`src/rtl/psram_arbiter_2port.sv`:
```
// Two-requester arbiter in front of a single PSRAM controller: one transaction in flight,
// latched command fields, ready-handshake tracking and a per-transaction timeout.
module psram_arbiter_2port #(
    parameter int FIXED_PRIO = 0,
    parameter int TIMEOUT    = 1023
) (
    input  logic        clk_mem,
    input  logic        rst,
    input  logic [23:0] p0_a,
    input  logic [31:0] p0_d,
    input  logic        p0_we,
    input  logic        p0_rd,
    output logic [31:0] p0_spo,
    output logic        p0_ack,
    input  logic [23:0] p1_a,
    input  logic [31:0] p1_d,
    input  logic        p1_we,
    input  logic        p1_rd,
    output logic [31:0] p1_spo,
    output logic        p1_ack,
    output logic [23:0] m_a,
    output logic [31:0] m_d,
    output logic        m_we,
    output logic        m_rd,
    input  logic [31:0] m_spo,
    input  logic        m_ready,
    output logic        busy,
    output logic        timeout_err
);

    typedef enum logic [2:0] {
        S_IDLE,
        S_ISSUE,
        S_WAIT_LOW,
        S_WAIT_HIGH,
        S_ACK
    } state_t;

    localparam logic [9:0]  TIMEOUT_CNT  = 10'(TIMEOUT);
    localparam logic [31:0] TIMEOUT_DATA = 32'hDEAD_BEEF;

    state_t      state_q, state_d;
    logic        gnt_port_q, gnt_port_d;
    logic        gnt_wr_q, gnt_wr_d;
    logic        last_grant_q, last_grant_d;
    logic [23:0] m_a_q, m_a_d;
    logic [31:0] m_d_q, m_d_d;
    logic [9:0]  cnt_q, cnt_d;
    logic        timeout_err_q, timeout_err_d;
    logic [31:0] p0_spo_q, p0_spo_d;
    logic [31:0] p1_spo_q, p1_spo_d;
    logic        p0_ack_q, p0_ack_d;
    logic        p1_ack_q, p1_ack_d;
    logic        m_we_q, m_we_d;
    logic        m_rd_q, m_rd_d;
    logic        busy_q, busy_d;

    logic        req0, req1, grant_p1, done, expired;
    logic [31:0] rd_data;

    assign req0 = p0_we | p0_rd;
    assign req1 = p1_we | p1_rd;
    // Port 1 wins when it is alone, or under round-robin when port 0 had the last grant.
    assign grant_p1 = req1 && (!req0 || (FIXED_PRIO == 0 && !last_grant_q));

    always_comb begin
        state_d       = state_q;
        gnt_port_d    = gnt_port_q;
        gnt_wr_d      = gnt_wr_q;
        last_grant_d  = last_grant_q;
        m_a_d         = m_a_q;
        m_d_d         = m_d_q;
        cnt_d         = cnt_q;
        timeout_err_d = timeout_err_q;
        p0_spo_d      = p0_spo_q;
        p1_spo_d      = p1_spo_q;
        p0_ack_d      = 1'b0;
        p1_ack_d      = 1'b0;
        m_we_d        = 1'b0;
        m_rd_d        = 1'b0;
        done          = 1'b0;
        expired       = 1'b0;
        rd_data       = m_spo;

        case (state_q)
            S_IDLE: begin
                if (m_ready && (req0 || req1)) begin
                    state_d      = S_ISSUE;
                    gnt_port_d   = grant_p1;
                    last_grant_d = grant_p1;
                    gnt_wr_d     = grant_p1 ? p1_we : p0_we;
                    m_a_d        = grant_p1 ? p1_a : p0_a;
                    m_d_d        = grant_p1 ? p1_d : p0_d;
                    cnt_d        = 10'd0;
                    m_we_d       = grant_p1 ? p1_we : p0_we;
                    m_rd_d       = grant_p1 ? !p1_we : !p0_we;
                end
            end
            S_ISSUE: state_d = S_WAIT_LOW;
            S_WAIT_LOW: begin
                cnt_d = cnt_q + 10'd1;
                if (cnt_q == TIMEOUT_CNT) begin
                    done    = 1'b1;
                    expired = 1'b1;
                end else if (!m_ready) begin
                    state_d = S_WAIT_HIGH;
                end
            end
            S_WAIT_HIGH: begin
                cnt_d = cnt_q + 10'd1;
                if (m_ready) begin
                    done = 1'b1;
                end else if (cnt_q == TIMEOUT_CNT) begin
                    done    = 1'b1;
                    expired = 1'b1;
                end
            end
            S_ACK:   state_d = S_IDLE;
            default: state_d = S_IDLE;
        endcase

        if (done) begin
            state_d = S_ACK;
            rd_data = expired ? TIMEOUT_DATA : m_spo;
            if (gnt_port_q) begin
                p1_ack_d = 1'b1;
                if (!gnt_wr_q) p1_spo_d = rd_data;
            end else begin
                p0_ack_d = 1'b1;
                if (!gnt_wr_q) p0_spo_d = rd_data;
            end
            if (expired) timeout_err_d = 1'b1;
        end

        busy_d = (state_d != S_IDLE);
    end

    always_ff @(posedge clk_mem) begin
        if (rst) begin
            state_q       <= S_IDLE;
            gnt_port_q    <= 1'b0;
            gnt_wr_q      <= 1'b0;
            last_grant_q  <= 1'b1;
            m_a_q         <= 24'd0;
            m_d_q         <= 32'd0;
            cnt_q         <= 10'd0;
            timeout_err_q <= 1'b0;
            p0_spo_q      <= 32'd0;
            p1_spo_q      <= 32'd0;
            p0_ack_q      <= 1'b0;
            p1_ack_q      <= 1'b0;
            m_we_q        <= 1'b0;
            m_rd_q        <= 1'b0;
            busy_q        <= 1'b0;
        end else begin
            state_q       <= state_d;
            gnt_port_q    <= gnt_port_d;
            gnt_wr_q      <= gnt_wr_d;
            last_grant_q  <= last_grant_d;
            m_a_q         <= m_a_d;
            m_d_q         <= m_d_d;
            cnt_q         <= cnt_d;
            timeout_err_q <= timeout_err_d;
            p0_spo_q      <= p0_spo_d;
            p1_spo_q      <= p1_spo_d;
            p0_ack_q      <= p0_ack_d;
            p1_ack_q      <= p1_ack_d;
            m_we_q        <= m_we_d;
            m_rd_q        <= m_rd_d;
            busy_q        <= busy_d;
        end
    end

    assign m_a         = m_a_q;
    assign m_d         = m_d_q;
    assign m_we        = m_we_q;
    assign m_rd        = m_rd_q;
    assign p0_spo      = p0_spo_q;
    assign p1_spo      = p1_spo_q;
    assign p0_ack      = p0_ack_q;
    assign p1_ack      = p1_ack_q;
    assign busy        = busy_q;
    assign timeout_err = timeout_err_q;

endmodule

```
`config.mk`:
```
export PLATFORM = sky130hd
export DESIGN_NAME = psram_arbiter_2port
export DESIGN_NICKNAME = d
export VERILOG_FILES = /design/src/rtl/psram_arbiter_2port.sv
export SDC_FILE = /design/constraint.sdc
export NUM_CORES = 1
export LEC_CHECK = 0
export BUFFER_PORTS_ARGS = -buffer_cell sky130_fd_sc_hd__buf_4
export CAP_MARGIN = 20
export CORE_MARGIN = 5
export CORE_UTILIZATION = 50
export CTS_CLUSTER_DIAMETER = 100
export DETAILED_ROUTE_END_ITERATION = 10
export MAX_ROUTING_LAYER = met4
export PLACE_DENSITY = 0.95
export SLEW_MARGIN = 40
export SYNTH_ARGS = -nofsm -noshare
export SYNTH_HDL_FRONTEND = slang
export SYNTH_SLANG_ARGS = --single-unit
export TNS_END_PERCENT = 20
```
`constraint.sdc`:
```
create_clock -name clk_mem -period 3 [get_ports clk_mem]
set_input_delay 0.15 -clock clk_mem [delete_from_list [all_inputs] [get_ports clk_mem]]
set_output_delay 0.15 -clock clk_mem [all_outputs]
set_load 0.05 [all_outputs]
```
==> metrics.csv <==
metric,value,unit
gp_congestion,0.8693,
r2r_end,m_d[10],
whs_path_depth,3,
setup_ws,702.2,ps
hold_buffers,0,
hold_path_end,m_d[29],
hold_start,p1_d[29],
synth_cell_type_count,40,
critPathLaunchType,register,
syn_to_final_growth,46.61,%
grt_pass1_vias,5789,
drt_iter0_drc,391,
io_buffers,276,
final_cell_mix,"286 x buf_4, 142 x dfxtp_1, 138 x nor2_1",
clock_sinks,142,
setup_viol,0,
grt_max_degree,79,
htree_num_levels,4,
rsz0062_at_grt,no,
yosysTopAreaCell,dfxtp_1,
route.detailed.drc,0,
die-height,117.5,microns
slew_headroom,53.88,%
ys.flop_type,dfxtp_1,
p_leak,3.601,nW
holdWs,11.74,ps
place_ws,811.5,ps
path_clk_slew,60,ps
fin_crit_sh,76.59,%
yosys-top-cells-area,"dfxtp_1 49%, nor2_1 9.0%, a311oi_1 8.5%",
hold_viol,0,
routed_wirelength,18120,microns
diodes,0,
syn_area,0.005782,sq mm
syn_area_per_cell,8.566,sq um
grt_pass1_wl,28640,microns
slew_violations,0,
die_area,0.01381,sq mm
cts-root-buf,clkbuf_16,
std_cell_rows,39,
fin_nets,1074,
fin_crit,2298,ps
core_area,0.01137,sq mm
cts_tree,done,
io_pins,277,
critPathRequiredTime,3300,ps
synth_fp_nets,827,
grt-ovfl-total,0,
power,5.309,mW
die_w,117.5,microns
synth_edf_count,0,
drt-pass1-iter-count,5,
worstMarginPinSlew,691.8,ps
crit_chain,nor4b_2 > o41a_2 > buf_12 > nor2_1 > a311oi_1,
synth_seq_cells,142,
routedWlPerCell,16.83,microns
endpoint_kind,register,
hpwl,13160,microns
max_cap_violations,0,
syn-instance-count,675,
gr-usage-all-layers,25.57,%
setup_tns,0,ps
cp_slowest_stage_delay,600,ps
ys_warn_count,0,
viasPerCell,5.491,
cp.arrival,2590,ps
clkLatencyLatePin,400,ps
drive_gt1_share,37.37,%
cp_slowest_cell,o41a_2,
worst_hold_path_type,in2reg,
reg2reg_depth,5,
reg2reg_from,state_q[0],
layout_commonest_cell,buf_4,
p_per_area,626.2,mW/mm^2
post-cts-setup-buffers,0,
cts_max_path_buffers,2,
synth.top_cell.area_share,49.17,%
status,"finished, final reports clean",
ys_async_sr_fraction,0,%
fmax,435.2,MHz
cp_max_fo,78,
r2r_slack,700,ps
initial_utilization,50.85,%
skew,7.780,ps
vias,5914,
ant_nets,0,
cts_buffers,17,
synth-seq-area-share,49.17,%
antenna_found_initial,0,
cts_resized,0,
ir_worst_vdd,0.0004096,V
crit_type,reg2reg,
## synthesized netlist by cell type, types with 10 or more instances
| master | n |
|---|---|
| dfxtp_1 | 142 |
| a211oi_2 | 24 |
| o21ai_0 | 11 |
| nand2b_1 | 10 |
| nor2_1 | 138 |
| nand2_1 | 123 |
| a211oi_1 | 26 |
| buf_2 | 17 |
| a21oi_1 | 24 |
| clkbuf_1 | 32 |
| nand3_1 | 18 |
| a311oi_1 | 56 |
## per-stage QoR
stage	instance area, sq um	util, %	std cells
final	8477	74.56	1077
after global routing	8477	74.56	1077
after CTS	8466	74.46	1077
after detailed placement	7876	69.27	1046
after global placement	7876	69.27	1046
after floorplan	5782	-	675
## kinds of logic (layout without fill, tap and decap cells)
| kind of cell | after synthesis | count (layout) | share of synthesized area (%) |
|---|---|---|---|
| AOI/OAI and AO/OA | 152 | 152 | 22.07 |
| buffers and inverters | 62 | 321 | 5.237 |
| muxes | 1 | 1 | 0.1947 |
| DFF | 142 | 142 | 49.17 |
| adders and majority gates | 1 | 1 | 0.2164 |
| and+or+nand+nor | 312 | 312 | 22.35 |
| xor gates and xnor gates | 5 | 5 | 0.7574 |
## area by class of cell
class,count,area (sq um)
Fill cell,779,2893
Sequential cell,142,2843
Multi-Input combinational cell,471,2671
Timing Repair Buffer,288,2187
Clock buffer,22,454.2
Tap cell,143,178.9
Clock inverter,9,135.1
Inverter,2,7.507
## state kept, by name (all words and copies together) (netlist names)
register      count
busy              1
m_we              1
m_a              24
p1_spo           32
cnt_q            10
p0_ack            1
last_grant_q      1
p0_spo           32
m_rd              1
timeout_err       1
gnt_wr_q          1
state_q           3
p1_ack            1
gnt_port_q        1
m_d              32
## critical path, delay by kind of cell (launching register included)
family                 cells  cell delay [ps]
AO/OA/AOI/OAI              2              870
AND/OR/NAND/NOR            2              560
flip-flops                 1              360
buffers and inverters      1              350
## power breakdown
part	total [mW]	internal (mW)	leakage [nW]	switching, mW
clock network	2.10	1.33	0.277	0.770
registers	2.07	2.00	1.16	0.0691
logic	1.14	0.398	2.17	0.743
total	5.31	3.73	3.60	1.58
## metal layers
layer | track usage [%] | wire, microns
met5 | - | 0
met4 | 9.749 | 586
met3 | 9.467 | 1806
met2 | 41.23 | 8661
met1 | 29.00 | 7070
## how the worst max path moves through the flow
stage / start / end / slack (ps) / cells after the start
4_1_cts: cnt_q[0] / p1_spo[0] / 800 / 7
3_5_place_dp: cnt_q[0] / p1_spo[0] / 810 / 7
6_report: state_q[0] / m_d[10] / 700 / 5
5_1_grt: state_q[0] / m_d[8] / 520 / 5
2_1_floorplan: cnt_q[0] / p0_spo[10] / 1100 / 8
3_3_place_gp: cnt_q[0] / p1_spo[22] / 960 / 7
(Power assumes the default switching activity.)
